--- config.mk ---
export PLATFORM = sky130hd
export DESIGN_NAME = master_out_stage
export DESIGN_NICKNAME = d
export VERILOG_FILES = /design/src/rtl/master_out_stage.sv
export SDC_FILE = /design/constraint.sdc
export NUM_CORES = 1
export LEC_CHECK = 0
export ABC_AREA = 1
export BUFFER_PORTS_ARGS = -buffer_cell sky130_fd_sc_hd__buf_2
export CAP_MARGIN = 20
export CELL_PAD_IN_SITES_DETAIL_PLACEMENT = 2
export CELL_PAD_IN_SITES_GLOBAL_PLACEMENT = 2
export CORE_AREA = 4 4 188 190
export CTS_CLUSTER_DIAMETER = 40
export CTS_CLUSTER_SIZE = 14
export DETAILED_ROUTE_END_ITERATION = 8
export DIE_AREA = 0 0 192 194
export GPL_ROUTABILITY_DRIVEN = 0
export GPL_TIMING_DRIVEN = 0
export PLACE_DENSITY_LB_ADDON = 0.1
export SYNTH_ARGS = -nofsm -noshare
export SYNTH_HDL_FRONTEND = slang
export SYNTH_SLANG_ARGS = --single-unit
export TNS_END_PERCENT = 1
--- constraint.sdc ---
create_clock -name i_AUD_BCLK -period 7.25 [get_ports i_AUD_BCLK]
set_clock_uncertainty 0.05 [all_clocks]
set_input_delay 0.3625 -clock i_AUD_BCLK [delete_from_list [all_inputs] [get_ports i_AUD_BCLK]]
set_output_delay 0.3625 -clock i_AUD_BCLK [all_outputs]
set_load 0.1 [all_outputs]
--- src/rtl/master_out_stage.sv ---
// Master output stage: click-free volume ramp, mute, soft-knee limiter and peak/clip meter.
// Optional one-pole DC blocker ahead of the multiplier when MASTER_OUT_DC_BLOCK_EN is defined.
module master_out_stage #(
  parameter int LIMIT_THRESH = 28000,
  parameter int PEAK_HOLD    = 4800,
  parameter int RAMP_STEP    = 1
) (
  input  logic        i_AUD_BCLK,
  input  logic        i_rst_n,
  input  logic        i_valid,
  input  logic [15:0] i_data,
  input  logic [2:0]  i_level,
  input  logic        i_mute,
  output logic [15:0] o_data,
  output logic        o_valid,
  output logic [3:0]  o_peak,
  output logic        o_clip
);

  localparam int CW = $clog2(PEAK_HOLD + 1);

  typedef enum logic [2:0] {S_IDLE, S_DCB, S_MUL, S_LIM, S_OUT} state_t;

  state_t               state_reg, state_next;
  logic signed [15:0]   sample_reg;
  logic [2:0]           level_reg;
  logic                 mute_reg;
  logic [7:0]           gain_reg, gain_next, gain_target;
  logic signed [24:0]   prod;
  logic signed [17:0]   x_reg, x_next;
  logic [17:0]          abs_x, lim_mag;
  logic                 over;
  logic [14:0]          sat_mag;
  logic [15:0]          result, abs_res;
  logic [15:0]          peak_reg, peak_next;
  logic [CW-1:0]        hold_reg, hold_next, clip_reg, clip_next;

`ifdef MASTER_OUT_DC_BLOCK_EN
  logic signed [15:0] x_prev_reg, y_prev_reg, dcb_sat;
  logic signed [17:0] dcb_y;

  always_comb begin
    dcb_y = 18'(sample_reg) - 18'(x_prev_reg) + 18'(y_prev_reg) - 18'(y_prev_reg >>> 8);
    if (dcb_y > 18'sd32767)
      dcb_sat = 16'sh7fff;
    else if (dcb_y < -18'sd32768)
      dcb_sat = 16'sh8000;
    else
      dcb_sat = dcb_y[15:0];
  end
`endif

  always_comb begin
    state_next = state_reg;
    case (state_reg)
      S_IDLE: if (i_valid) begin
`ifdef MASTER_OUT_DC_BLOCK_EN
        state_next = S_DCB;
`else
        state_next = S_MUL;
`endif
      end
      S_DCB:   state_next = S_MUL;
      S_MUL:   state_next = S_LIM;
      S_LIM:   state_next = S_OUT;
      S_OUT:   state_next = S_IDLE;
      default: state_next = S_IDLE;
    endcase
  end

  // Gain ramp: one step toward the target per accepted sample, clamped at the target.
  always_comb begin
    gain_target = (mute_reg || level_reg == 3'd0) ? 8'd0 : {4'(level_reg) + 4'd1, 4'b0000};
    if (gain_reg < gain_target)
      gain_next = (gain_target - gain_reg > 8'(RAMP_STEP)) ? gain_reg + 8'(RAMP_STEP) : gain_target;
    else if (gain_reg > gain_target)
      gain_next = (gain_reg - gain_target > 8'(RAMP_STEP)) ? gain_reg - 8'(RAMP_STEP) : gain_target;
    else
      gain_next = gain_reg;
  end

  assign prod   = sample_reg * $signed({1'b0, gain_reg});
  assign x_next = 18'(prod >>> 7);

  always_comb begin
    abs_x   = x_reg[17] ? 18'(-x_reg) : 18'(x_reg);
    over    = abs_x > 18'(LIMIT_THRESH);
    lim_mag = over ? 18'(LIMIT_THRESH) + ((abs_x - 18'(LIMIT_THRESH)) >> 2) : abs_x;
    sat_mag = (lim_mag > 18'd32767) ? 15'h7fff : lim_mag[14:0];
    abs_res = {1'b0, sat_mag};
    result  = x_reg[17] ? 16'(-abs_res) : abs_res;
  end

  always_comb begin
    peak_next = peak_reg;
    hold_next = hold_reg;
    if (abs_res > peak_reg) begin
      peak_next = abs_res;
      hold_next = CW'(PEAK_HOLD);
    end else if (hold_reg != '0) begin
      hold_next = hold_reg - 1'b1;
    end else begin
      peak_next = peak_reg - (peak_reg >> 4);
    end
    clip_next = over ? CW'(PEAK_HOLD) : ((clip_reg != '0) ? clip_reg - 1'b1 : clip_reg);
  end

  always_ff @(posedge i_AUD_BCLK or negedge i_rst_n) begin
    if (!i_rst_n) begin
      state_reg  <= S_IDLE;
      sample_reg <= '0;
      level_reg  <= '0;
      mute_reg   <= 1'b0;
      gain_reg   <= '0;
      x_reg      <= '0;
      o_data     <= '0;
      o_valid    <= 1'b0;
      peak_reg   <= '0;
      hold_reg   <= '0;
      clip_reg   <= '0;
`ifdef MASTER_OUT_DC_BLOCK_EN
      x_prev_reg <= '0;
      y_prev_reg <= '0;
`endif
    end else begin
      state_reg <= state_next;
      o_valid   <= 1'b0;
      case (state_reg)
        S_IDLE: if (i_valid) begin
          sample_reg <= i_data;
          level_reg  <= i_level;
          mute_reg   <= i_mute;
        end
`ifdef MASTER_OUT_DC_BLOCK_EN
        S_DCB: begin
          sample_reg <= dcb_sat;
          x_prev_reg <= sample_reg;
          y_prev_reg <= dcb_sat;
        end
`endif
        S_MUL: begin
          x_reg    <= x_next;
          gain_reg <= gain_next;
        end
        // Output and meter are registered together so o_valid is high while in S_OUT.
        S_LIM: begin
          o_data   <= result;
          o_valid  <= 1'b1;
          peak_reg <= peak_next;
          hold_reg <= hold_next;
          clip_reg <= clip_next;
        end
        default: ;
      endcase
    end
  end

  assign o_peak = peak_reg[15:12];
  assign o_clip = (clip_reg != '0);

endmodule

==> results of run 1 <==
-- placed cells by master, fill, tap and decap left out, drive strengths merged, types with 35 or more instances in the layout --
master / instances
fa: 103
xor2: 35
a21oi: 67
nand2: 443
clkbuf: 46
inv: 381
nand3: 94
o21ai: 110
ha: 92
nor2: 124
buf: 66
dfrtp: 108
-- how the worst max path moves through the flow --
stage,from,to,slack (ns),cells past startpoint
floorplan,gain_reg[2],x_reg[16],1.77,26
global placement,gain_reg[2],x_reg[16],0.87,26
detailed placement,gain_reg[2],x_reg[16],0.71,26
CTS,gain_reg[2],x_reg[16],0.69,26
global route,gain_reg[2],x_reg[16],0.12,26
finish,gain_reg[2],x_reg[16],0.72,26
-- area by class of cell --
class / instances / area (um^2) / area share [%]
Clock buffer: 9 / 225 / 1.63
Sequential cell: 108 / 2700 / 19.5
Inverter: 383 / 1450 / 10.5
Multi-Input combinational cell: 1207 / 8240 / 59.6
Clock inverter: 6 / 96.3 / 0.697
Tap cell: 448 / 561 / 4.05
Buffer: 58 / 289 / 2.09
Timing Repair Buffer: 47 / 269 / 1.95
-- per-stage QoR --
step                std cells  worst slack, ns
floorplan                1756             1.77
global placement         2248            0.870
detailed placement       2250            0.713
CTS                      2266            0.687
global route             2266            0.118
finish                   2266            0.725
-- cells by family after synthesis --
kind of cell,after synthesis,share of synthesized area [%]
compound gates,221,9.70
mux,17,1.51
flops,108,21.3
xor+xnor,48,3.44
fa+ha+maj,195,25.4
buf+inv,441,13.7
simple gates,726,25.0
-- metal layers --
metal  part of all wire [%]  up-vias  wire (um)
met1                     45     5816      18300
met4                    1.7        0        694
li1                       -     5527          -
met5                      0        -          0
met3                    1.9       32        797
met2                     52       93      21200
-- timing repair --
item	in CTS	in global routing
hold buffers	1	0
resized for setup	0	1
setup endpoints to repair	0	3
hold endpoints to repair	46	0
-- critical path, cell delays in order (launching register included) --
cell and delay (ns):
dfrtp_1 0.33, clkbuf_1 0.23, clkbuf_1 0.47, buf_1 0.46, nand2_1 0.16, fa_1 0.56
inv_1 0.05, fa_1 0.55, inv_1 0.08, fa_1 0.50, inv_1 0.06, fa_1 0.47
ha_1 0.37, nand2_1 0.09, inv_1 0.06, a221oi_1 0.25, o21ai_0 0.15, a21oi_1 0.17
or2_1 0.14, nand2_1 0.09, a21boi_1 0.24, o21ai_0 0.19, nand2_1 0.11, o211ai_1 0.12
or2_2 0.29, nand3_1 0.07, o21ai_0 0.08
==> summary.txt, run 1 <==
Critical path
  – Crit path launch type: flip-flop
  – WP data required: 7.46 ns
  – CP max FO: 10
  – Worst r2r dst: x_reg[16]
  – Crit Path Class: reg2reg
  – CP arrival: 6.74 ns
  – Crit. End Element: flip-flop
  – R2R cell count: 26
  – R2R Setup Slk: 0.72 ns
  – Reg2reg start: gain_reg[2]

STA
  – Final Critical Period: 6.53 ns
  – Relative slew slack: 50.4%
  – Max Fclk: 153 MHz
  – Slew Limit Fails: 0
  – RSZ-0062 raised after global routing: no
  – Hold Worst Slack: 0.147 ns
  – Setup TNS: 0 ns
  – Fin. Hold Viols: 0
  – Worst slew pin tran: 0.742 ns
  – # setup viols final: 0
  – Tcrit/Tclk final: 90.0%

Global route
  – M1 GR Usage: 28.8%
  – Initial antenna violation count: 0
  – Number of global-route vias before repair: 13000
  – Largest net degree at the start of global routing: 63
  – GRT Util Overall: 22.9%
  – First-pass GRT wire length: 68400 um
  – Grt met3 use: 2.11%
  – GRT Residual Overflow: 0
  – Most used routing layer in global routing: met2
  – GRT met2 Usage: 42.1%

Yosys
  – Async set-reset flop share out of synthesis: 100%
  – Synth top area share: 21.3%
  – Yosys cell types: 61
  – Most common cell in the synthesized netlist: nand2_1
  – Synthesized area: 12700 um^2
  – Register area share after synthesis: 21.3%
  – Post-Syn Instances: 1756
  – Number of flops mapped to enable cells by yosys: 0
  – Net Count, Synth: 1974
  – Synthesis Warnings: 0
  – Post-synth top area cell: dfrtp_1
  – Synth top area cells: dfrtp_1 21%, fa_1 16%, nand2_1 12%
  – Most used DFF post-synth: dfrtp_1
  – Top post-synthesis cells by count: 420 x nand2_1, 368 x inv_1, 114 x nor2_1
  – Seq cells post-synth: 108
  – Avg Cell Area, Syn: 7.22 um^2

Route
  – Drt total wl: 41000 um
  – Antenna Nets Post-Route: 0
  – Initial DRC Count: 350
  – Vias per cell: 5.06
  – Vias: 11500
  – Drt first pass iters: 4
  – Routed length per placed instance: 18.1 um
  – DR DRC count: 0

Layout
  – Utilization after layout: 41.3%
  – Fillers: 4025
  – Max reg flops: 18
  – Post-route cell area: 13800 um^2
  – Inserted Diodes: 0
  – Number of nets in the layout: 2032
  – Area delta synth->final: 9.11%
  – Share of cells above drive strength 1: 8.69%

Status
  – Status: finished, final reports clean

Clock tree
  – Reg clk slew, reported paths: 0.09 ns
  – CTS sink cnt: 108
  – Clk_lat worst skew: 0.39 ns
  – Setup bufs post-CTS: 0
  – CTS buffer count: 9
  – Clock Tree Buf Depth: 2
  – H-Tree Depth: 3
  – CTS root buffer: clkbuf_16
  – TritonCTS clock tree: built

Die
  – Total die area: 37200 um^2
  – Width of the die: 192 um
  – Die Ht: 194 um
  – FP Rows: 67
  – Core area: 33400 um^2
  – Initial Util: 37.9%
  – I/O Pins: 45

Place
  – HPWL after DPL: 33500 um
  – Area after DPL: 13500 um^2
  – # port buffers: 44

Min path
  – Path type of the worst min-delay path: in2reg
  – Hold path cells: 2
  – HP Start: i_data[6]
  – WHS Endpoint: sample_reg[6]

Flow run
  – Max-cap violations: 0
Power of run 1 is left out: the tool's default activity adds up to more than one toggle a clock period on the data nets, which glitch-free logic cannot reach.
==> inputs of run 2 (changes only) <==
Settings changed: CORE_AREA 4 4 188 190 to 4 4 181 183, DIE_AREA 0 0 192 194 to 0 0 185 187.
Clock period 7.25 ns to 8.1 ns, I/O delays scaled along.
==> summary.txt, run 2 (same netlist as run 1, synthesis figures left out) <==
Global route
  – M1 GR Usage: 31.5%
  – GRT met2 Usage: 47.0%
  – Largest net degree at the start of global routing: 72
  – Grt met3 use: 2.10%
  – Number of global-route vias before repair: 13300
  – GRT Util Overall: 25.5%
  – Initial antenna violation count: 0
  – Most used routing layer in global routing: met2
  – GRT Residual Overflow: 0
  – First-pass GRT wire length: 70700 um

Layout
  – Post-route cell area: 13700 um^2
  – Max reg flops: 18
  – Register area: 2700 um^2
  – Number of nets in the layout: 2032
  – Fillers: 3767
  – Most frequent cells in the layout: 420 x nand2_1, 368 x inv_1, 114 x nor2_1
  – Multi-input combinational cell area: 8230 um^2
  – Non-Filler Instances: 2220
  – Area delta synth->final: 8.43%
  – Share of cells above drive strength 1: 8.64%
  – Utilization after layout: 44.0%
  – Inserted Diodes: 0
  – Commonest non-fill, non-tap cell in the layout: nand2_1

Route
  – Routed length per placed instance: 19.3 um
  – Vias per cell: 5.21
  – Antenna Nets Post-Route: 0
  – Vias: 11600
  – Initial DRC Count: 428
  – Drt total wl: 42800 um
  – Drt first pass iters: 4
  – DR DRC count: 0

STA
  – Tcrit/Tclk final: 83.4%
  – # setup viols final: 0
  – Max Fclk: 148 MHz
  – Fin. Hold Viols: 0
  – Final Critical Period: 6.75 ns
  – RSZ-0062 raised after global routing: no
  – Relative slew slack: 48.3%
  – Slew Limit Fails: 0
  – Setup TNS: 0 ns
  – Worst slew pin tran: 0.775 ns

Critical path
  – CP arrival: 6.97 ns
  – CP max FO: 10
  – Crit path launch type: flip-flop
  – WP data required: 8.32 ns
  – Crit. End Element: flip-flop
  – Crit Path Class: reg2reg

Clock tree
  – CTS sink cnt: 108
  – H-Tree Depth: 3
  – Reg clk slew, reported paths: 0.08 ns
  – CTS root buffer: clkbuf_16
  – Setup bufs post-CTS: 0
  – Clock Tree Buf Depth: 2
  – CTS buffer count: 9
  – Post-CTS Resized: 0
  – TritonCTS clock tree: built
  – Cts hold-fix bufs: 1
  – Clk_lat worst skew: 0.39 ns

Die
  – Width of the die: 185 um
  – FP Rows: 65
  – Die Ht: 187 um
  – Core area: 31200 um^2
  – Total die area: 34600 um^2
  – I/O Pins: 45
  – Initial Util: 40.6%

Place
  – HPWL after DPL: 35400 um
  – # port buffers: 44
  – Dpl cells: 2203
  – Area after DPL: 13400 um^2

Status
  – Status: finished, final reports clean

Min path
  – Path type of the worst min-delay path: in2reg

Flow run
  – Max-cap violations: 0
==> run 2: changes by cell type in the layout (fill, tap and decap cells not counted), sizes merged <==
cell      delta
bufinv       -1
clkinv       +1
clkinvlp     +1
inv          -1
==> run 2: final cells by class <==
cell class	instances	area share [%]
Multi-Input combinational cell	1207	59.9
Tap cell	402	3.66
Sequential cell	108	19.7
Inverter	383	10.5
Clock buffer	9	1.64
Timing Repair Buffer	47	1.96
Clock inverter	6	0.519
Buffer	58	2.10
==> run 2: path summary, 6_finish.rpt <==
| path | depth (start not counted) | from | endpoint | slack (ns) |
|---|---|---|---|---|
| setup / recovery | 26 | gain_reg[2] | x_reg[16] | 1.35 |
| hold / removal | 2 | i_data[14] | sample_reg[14] | 0.19 |
| setup reg to reg | 26 | gain_reg[2] | x_reg[16] | 1.35 |
| hold reg to reg | 2 | o_data[13] | o_data[13] | 0.44 |
| max in group asynchronous | 3 | i_rst_n | gain_reg[4] | 6.85 |
| min in group asynchronous | 2 | i_rst_n | clip_reg[3] | 0.44 |
==> run 2: critical path, stage by stage, from the launching register on <==
cell,delay [ns]
dfrtp_1,0.33
clkbuf_1,0.24
clkbuf_1,0.53
buf_1,0.50
nand2_1,0.15
fa_1,0.57
inv_1,0.07
fa_1,0.52
inv_1,0.07
fa_1,0.50
inv_1,0.07
fa_1,0.55
ha_1,0.39
nand2_1,0.09
a21oi_1,0.05
a211oi_1,0.32
o21ai_0,0.18
a21oi_1,0.17
or2_1,0.14
nand2_1,0.08
a21boi_1,0.22
o21ai_0,0.19
nand2_1,0.11
o211ai_1,0.11
or2_2,0.29
nand3_1,0.06
o21ai_0,0.08
==> run 2: per-layer routing <==
layer / vias up / part of all wire (%)
met5: - / 0
met4: 0 / 2.4
met2: 120 / 53
met3: 51 / 1.8
li1: 5537 / -
met1: 5851 / 43
==> run 2: stage by stage <==
stage	hold slack (ns)	setup WS, ns
final	0.187	1.35
after global routing	0.193	0.889
after CTS	0.175	1.32
after detailed placement	0.298	1.36
after global placement	0.410	1.61
after floorplan	0.0594	2.62
Power of run 2 is left out for the same reason.
